## src/rtl/hilo_unit_if.sv

```systemverilog
// hilo_unit_if: request, engine handshake, MTHI/MTLO and HI/LO result bundle for hilo_unit
// master: control unit plus multiplier/divider side; slave: hilo_unit
interface hilo_unit_if #(parameter int WIDTH = 32);
  logic op_start, op_sel, mult_start, mult_end, div_start, div_end, div_zero;
  logic hi_write, lo_write, busy, done, div0_exc, timeout_err;
  logic [WIDTH-1:0] mult_high, mult_low, div_high, div_low, wdata, hi, lo;
  modport master(
    output op_start, op_sel, mult_end, mult_high, mult_low, div_end, div_zero, div_high, div_low,
    output hi_write, lo_write, wdata,
    input mult_start, div_start, busy, done, div0_exc, timeout_err, hi, lo
  );
  modport slave(
    input op_start, op_sel, mult_end, mult_high, mult_low, div_end, div_zero, div_high, div_low,
    input hi_write, lo_write, wdata,
    output mult_start, div_start, busy, done, div0_exc, timeout_err, hi, lo
  );
endinterface

```

## src/rtl/hilo_unit.sv

```systemverilog
// hilo_unit: HI/LO registers plus MULT/DIV launch/wait sequencer with timeout
// clk, reset (sync, active-high); bus: hilo_unit_if slave (op request, engine start/end/results, MTHI/MTLO, busy, result pulses, hi/lo)
module hilo_unit #(
  parameter int WIDTH   = 32,
  parameter int TIMEOUT = 64
) (
  input logic         clk,
  input logic         reset,
  hilo_unit_if.slave  bus
);
  localparam int CW = $clog2(TIMEOUT + 1);
  typedef enum logic [1:0] {IDLE, LAUNCH, WAIT, FIN} state_t;
  state_t           state_q, state_d;
  logic             op_q, op_d;
  logic [CW-1:0]    cnt_q, cnt_d;
  logic [WIDTH-1:0] hi_q, hi_d, lo_q, lo_d;
  logic             done_q, done_d, div0_q, div0_d, to_q, to_d;
  logic             end_sel;
  always_ff @(posedge clk) begin
    if (reset) begin
      state_q <= IDLE;
      op_q    <= 1'b0;
      cnt_q   <= '0;
      hi_q    <= '0;
      lo_q    <= '0;
      done_q  <= 1'b0;
      div0_q  <= 1'b0;
      to_q    <= 1'b0;
    end else begin
      state_q <= state_d;
      op_q    <= op_d;
      cnt_q   <= cnt_d;
      hi_q    <= hi_d;
      lo_q    <= lo_d;
      done_q  <= done_d;
      div0_q  <= div0_d;
      to_q    <= to_d;
    end
  end
  // only the launched engine's end flag matters; the other one may hold a stale level
  assign end_sel = op_q ? bus.div_end : bus.mult_end;
  always_comb begin
    state_d = state_q;
    op_d    = op_q;
    cnt_d   = cnt_q;
    hi_d    = hi_q;
    lo_d    = lo_q;
    done_d  = 1'b0;
    div0_d  = 1'b0;
    to_d    = 1'b0;
    unique case (state_q)
      IDLE: begin
        hi_d = bus.hi_write ? bus.wdata : hi_q;
        lo_d = bus.lo_write ? bus.wdata : lo_q;
        if (bus.op_start) begin
          op_d    = bus.op_sel;
          state_d = LAUNCH;
        end
      end
      LAUNCH: begin
        cnt_d   = '0;
        state_d = WAIT;
      end
      WAIT: begin
        if (end_sel) begin
          state_d = FIN;
          if (op_q && bus.div_zero) div0_d = 1'b1;
          else begin
            done_d = 1'b1;
            hi_d   = op_q ? bus.div_high : bus.mult_high;
            lo_d   = op_q ? bus.div_low : bus.mult_low;
          end
        end else if (cnt_q == CW'(TIMEOUT - 1)) begin
          state_d = FIN;
          to_d    = 1'b1;
        end else cnt_d = cnt_q + CW'(1);
      end
      FIN: state_d = IDLE;
    endcase
  end
  assign bus.mult_start  = (state_q == LAUNCH) && !op_q;
  assign bus.div_start   = (state_q == LAUNCH) && op_q;
  assign bus.busy        = (state_q == LAUNCH) || (state_q == WAIT);
  assign bus.done        = done_q;
  assign bus.div0_exc    = div0_q;
  assign bus.timeout_err = to_q;
  assign bus.hi          = hi_q;
  assign bus.lo          = lo_q;
endmodule

```

## src/flat_wrapper.sv

```systemverilog
// flat-port wrapper written by rule: the top's interface ports become plain ports
module hilo_unit_flat 
#(
  parameter int WIDTH   = 32,
  parameter int TIMEOUT = 64
)
  (clk, reset, bus_op_start, bus_op_sel, bus_mult_end, bus_mult_high, bus_mult_low, bus_div_end, bus_div_zero, bus_div_high, bus_div_low, bus_hi_write, bus_lo_write, bus_wdata, bus_mult_start, bus_div_start, bus_busy, bus_done, bus_div0_exc, bus_timeout_err, bus_hi, bus_lo);
  hilo_unit_if #(.WIDTH(WIDTH)) bus_i ();
  input logic clk;
  input logic reset;
  input wire logic [$bits(bus_i.op_start)-1:0] bus_op_start;
  input wire logic [$bits(bus_i.op_sel)-1:0] bus_op_sel;
  input wire logic [$bits(bus_i.mult_end)-1:0] bus_mult_end;
  input wire logic [$bits(bus_i.mult_high)-1:0] bus_mult_high;
  input wire logic [$bits(bus_i.mult_low)-1:0] bus_mult_low;
  input wire logic [$bits(bus_i.div_end)-1:0] bus_div_end;
  input wire logic [$bits(bus_i.div_zero)-1:0] bus_div_zero;
  input wire logic [$bits(bus_i.div_high)-1:0] bus_div_high;
  input wire logic [$bits(bus_i.div_low)-1:0] bus_div_low;
  input wire logic [$bits(bus_i.hi_write)-1:0] bus_hi_write;
  input wire logic [$bits(bus_i.lo_write)-1:0] bus_lo_write;
  input wire logic [$bits(bus_i.wdata)-1:0] bus_wdata;
  output wire logic [$bits(bus_i.mult_start)-1:0] bus_mult_start;
  output wire logic [$bits(bus_i.div_start)-1:0] bus_div_start;
  output wire logic [$bits(bus_i.busy)-1:0] bus_busy;
  output wire logic [$bits(bus_i.done)-1:0] bus_done;
  output wire logic [$bits(bus_i.div0_exc)-1:0] bus_div0_exc;
  output wire logic [$bits(bus_i.timeout_err)-1:0] bus_timeout_err;
  output wire logic [$bits(bus_i.hi)-1:0] bus_hi;
  output wire logic [$bits(bus_i.lo)-1:0] bus_lo;
  assign bus_i.op_start = bus_op_start;
  assign bus_i.op_sel = bus_op_sel;
  assign bus_i.mult_end = bus_mult_end;
  assign bus_i.mult_high = bus_mult_high;
  assign bus_i.mult_low = bus_mult_low;
  assign bus_i.div_end = bus_div_end;
  assign bus_i.div_zero = bus_div_zero;
  assign bus_i.div_high = bus_div_high;
  assign bus_i.div_low = bus_div_low;
  assign bus_i.hi_write = bus_hi_write;
  assign bus_i.lo_write = bus_lo_write;
  assign bus_i.wdata = bus_wdata;
  assign bus_mult_start = bus_i.mult_start;
  assign bus_div_start = bus_i.div_start;
  assign bus_busy = bus_i.busy;
  assign bus_done = bus_i.done;
  assign bus_div0_exc = bus_i.div0_exc;
  assign bus_timeout_err = bus_i.timeout_err;
  assign bus_hi = bus_i.hi;
  assign bus_lo = bus_i.lo;
  hilo_unit #(.WIDTH(WIDTH), .TIMEOUT(TIMEOUT)) u_core (.clk(clk), .reset(reset), .bus(bus_i));
endmodule
```

## config.mk

```make
export PLATFORM = sky130hd
export DESIGN_NAME = hilo_unit_flat
export DESIGN_NICKNAME = d
export VERILOG_FILES = /design/src/rtl/hilo_unit_if.sv /design/src/rtl/hilo_unit.sv /design/src/flat_wrapper.sv
export SDC_FILE = /design/constraint.sdc
export NUM_CORES = 1
export LEC_CHECK = 0
export ABC_CLOCK_PERIOD_IN_PS = 2760
export BUFFER_PORTS_ARGS = -buffer_cell sky130_fd_sc_hd__buf_2
export CAP_MARGIN = 10
export CORE_MARGIN = 3
export CORE_UTILIZATION = 48
export CTS_BUF_LIST = sky130_fd_sc_hd__clkbuf_16
export CTS_CLUSTER_SIZE = 14
export DETAILED_ROUTE_END_ITERATION = 16
export HOLD_SLACK_MARGIN = 0.03
export PLACE_DENSITY = 0.86
export SETUP_SLACK_MARGIN = 0.1
export SLEW_MARGIN = 0
export SYNTH_ARGS = -nofsm -noshare
export SYNTH_HDL_FRONTEND = slang
export SYNTH_SLANG_ARGS = --single-unit
```

## constraint.sdc

```tcl
create_clock -name clk -period 2.76 [get_ports clk]
set_input_delay 0.414 -clock clk [delete_from_list [all_inputs] [get_ports clk]]
set_output_delay 0.414 -clock clk [all_outputs]
set_load 0.02 [all_outputs]
```

==> implementation parameters <==
Parameter                              Value

Layout
  Post-route insts no fill ... 870
  NumNets Final ... 933
  Most frequent cells in the layout ... 238 x sky130_fd_sc_hd__buf_2, 132 x sky130_fd_sc_hd__a21oi_1, 132 x sky130_fd_sc_hd__nand2_1
  Count of antenna diodes in the layout ... 0
  Most common cell after layout, fill and taps aside ... sky130_fd_sc_hd__buf_2
  Proportion of layout cells with a drive suffix above 1 ... 35.4%
  Area overhead of the layout relative to synthesis ... 37.3%

Floorplanning
  Top-Level Pins ... 239
  Starting Density ... 50.1%
  Site row count ... 33
  Die extent in y ... 99.1 µm
  Total core area ... 8300 µm²
  Width of the die ... 99.1 µm
  Floorplan die area ... 9820 µm²

Logic synthesis
  Number of unique standard cell types used by synthesis ... 38
  Register bit count reported by yosys ... 77
  Synth warnings ... 0
  Post-Synth Simple-Gate Area ... 20.1%
  Post-synthesis net count ... 716
  Synth Area in Compound Gates ... 20.0%
  Share of the synthesized netlist area taken by xor and xnor gates ... 0%
  Per-instance average area after synthesis ... 7.66 µm²
  Largest family of logic cells by synthesized area ... simple AND/OR/NAND/NOR gates
  Mapped Area ... 4160 µm²
  Top-area cell type share of the netlist area ... 37.1%
  Syn Inst Count ... 543
  Mux share of post-synthesis cell area ... 16.5%
  Leading area contributor after synthesis ... sky130_fd_sc_hd__dfxtp_1
  Main area contributors after synthesis ... sky130_fd_sc_hd__dfxtp_1 37%, sky130_fd_sc_hd__mux2i_1 16%, sky130_fd_sc_hd__a21oi_1 16%
  Post-synthesis share of cell area spent on full adders, half adders and majority gates ... 1.20%
  Sequential element share of the synthesized area ... 37.1%

Critical path
  Standard cell with the maximum stage delay on the critical path ... sky130_fd_sc_hd__buf_4
  Start point of the critical path ... u_core.state_q[0]
  Startpoint type of the worst setup path ... flop
  Count of cells along the worst register-to-register path ... 6
  Startpoint-to-endpoint class of the critical path ... flop to flop
  Critical register-to-register path endpoint ... u_core.cnt_q[4]
  Maximum fanout encountered on the critical timing path ... 103
  Slowest stage delay, CP ... 0.70 ns
  Critical Path Sink Type ... flop
  Chain of cells forming the critical path ... inv_1 > ha_4 > buf_4 > nand2_1 > or4_1 > a31oi_1
  Required time of the worst setup path ... 3.00 ns
  Reg2reg setup slack ... 0.41 ns
  Arr. time, crit path ... 2.59 ns
  Critical register-to-register path startpoint ... u_core.state_q[0]
  Worst setup endpoint ... u_core.cnt_q[4]

STA
  Final number of hold-violating endpoints ... 0
  Transition time of the tightest slew-check pin ... 0.952 ns
  Max Clock Skew ... 0.00823 ns
  Fmax achieved ... 425 MHz
  Worst relative slew slack ... 36.6%
  Period utilisation layout ... 85.2%
  Min Clock Period, post-route ... 2.35 ns
  Setup-violating endpoint count in the final report ... 0
  Sum Neg Setup Slack ... 0 ns
  Final Max Slew Viols ... 0
  Setup repair after global routing missed its margin ... no

Power
  Logic pwr share ... 55.3%
  Net Switching ... 3.12 mW
  Sequential Power Share ... 26.8%
  Sw frac ... 46.1%
  Maximum resistive drop on vdd ... 639 µV
  Lkg Pwr ... 2.66 nW
  Clock network power share ... 17.9%
  Cell-internal power ... 3.64 mW
  Pwr per Cell Area ... 1180 nW/µm²

Route
  Detailed Route WL ... 13500 µm
  Remaining number of nets flagged by the antenna check after routing ... 0
  Total number of vias ... 4637
  Starting DRT DRC Count ... 211
  DRC violation count after routing ... 0
  Detail-routed net length per standard cell ... 15.5 µm
  Via/cell ratio ... 5.33
  Number of detailed-routing iterations run before antenna repair ... 4

CTS
  Number of gates resized after cts ... 0
  Number of buffers added by the clock tree synthesis step ... 9
  Clk root buf ... sky130_fd_sc_hd__clkbuf_16
  Post-CTS setup buffers ... 0
  Worst-path clk slew ... 0.06 ns
  Number of buffers added to fix hold violations after cts ... 0
  Clock tree from TritonCTS ... done
  Clock latency on the worst-skew pair ... 0.32 ns
  Clock sink total ... 77
  CTS H-tree lvls ... 3
  Max Buffers Root-to-Sink ... 2

Flow run
  Number of violations of the max-capacitance limit ... 0

GRT
  Total congestion overflow ... 0
  Antenna violations before repair ... 0
  First-pass GRT wire length ... 21100 µm
  GRT Total Usage ... 26.2%
  Pin count of the biggest net entering global routing ... 104
  Number of global-route vias before repair ... 4549

Placement
  Detailed-placement wirelength estimate ... 10200 µm
  Number of port buffers ... 238
  Placed Cells ... 852
  Placer Congestion ... 0.875

Status
  Run status ... finished, final reports clean

Hold path
  Path category of the worst min-delay check ... input port to flop
==> layout make-up <==
class	instances	area (µm²)
clock buffer	9	225
clock inverter	7	82.6
fill	726	2590
inverter	6	22.5
multi-input combinational	419	2420
sequential	77	1550
tap	105	131
timing repair buffer	247	1290
==> worst min-delay path by stage <==
stage                       from                end  slack [ns]  cells past startpoint
6_report            bus_div_zero    u_core.bus.done        0.31                      2
5_1_grt             bus_div_zero    u_core.bus.done        0.32                      2
4_1_cts             bus_div_zero    u_core.bus.done        0.31                      2
3_5_place_dp   u_core.bus.hi[20]  u_core.bus.hi[20]        0.44                      2
3_3_place_gp     u_core.cnt_q[6]    u_core.cnt_q[6]        0.43                      2
2_1_floorplan    u_core.cnt_q[6]    u_core.cnt_q[6]        0.42                      2
==> power by group through the flow <==
stage	clock network (mW)	logic (mW)	registers, mW
finish	1.21	3.74	1.81
detailed placement	0	3.61	1.82
global route	1.27	4.11	1.85
floorplan	0	2.01	2.33
global placement	0	3.49	1.81
CTS	1.23	3.62	1.80
==> through the flow <==
step / total power, mW / area, µm² / hold slack [ns] / setup slack [ns] / utilization, %
5_1_grt: 7.23 / 5710 / 0.318 / 0.204 / 68.8
4_1_cts: 6.65 / 5670 / 0.309 / 0.362 / 68.3
3_5_place_dp: 5.43 / 5360 / 0.443 / 0.377 / 64.6
6_report: 6.76 / 5710 / 0.314 / 0.409 / 68.8
2_1_floorplan: 4.34 / 4160 / 0.422 / 0.951 / -
3_3_place_gp: 5.30 / 5360 / 0.434 / 0.517 / 64.6
==> state kept, by name (all words and copies together), names as in the netlist <==
register,count
u_core.cnt_q,7
u_core.bus.hi,32
u_core.bus.timeout_err,1
u_core.bus.div0_exc,1
u_core.state_q,2
u_core.op_q,1
u_core.bus.done,1
u_core.bus.lo,32
==> critical path, delay by kind of cell (launching register included) <==
kind | cells | cell delay (ns)
adder cells (fa/ha/maj) | 1 | 0.16
AO/OA/AOI/OAI | 1 | 0.16
buffers and inverters | 2 | 0.83
AND/OR/NAND/NOR | 2 | 0.76
flip-flops | 1 | 0.33
==> synthesized netlist by cell type (all sizes together) <==
cell type    n
nor3         1
inv          6
nor2        35
o211a        1
nand3        5
and2         2
o311ai       2
dfxtp       77
mux2         1
a31o         1
o21ai        3
o211ai       2
a31oi        2
nor4b        1
and3b        1
a2bb2oi      1
o31ai        1
nand2      132
nor2b        2
ha           4
or4b         1
clkbuf      20
or2          2
nand4b       1
o311a        2
a211oi       2
nand2b      11
or4          3
buf         21
a21boi       1
mux2i       67
a21oi      132
==> routing by layer <==
| metal | wire (µm) | part of all wire [%] | up-vias | track usage, % |
|---|---|---|---|---|
| met1 | 5140 | 38 | 2119 | 29.9 |
| li1 | - | - | 2297 | - |
| met5 | 0 | 0 | - | 0 |
| met4 | 328 | 2.4 | 0 | 9.66 |
| met2 | 7040 | 52 | 195 | 47.7 |
| met3 | 949 | 7.0 | 26 | 5.38 |
==> cell families after synthesis <==
family,after synthesis
and+or+nand+nor,197
AOI/OAI and AO/OA,150
DFF,77
muxes,68
buffers and inverters,47
adders and majority gates,4
Power figures use the tool's default switching activity.
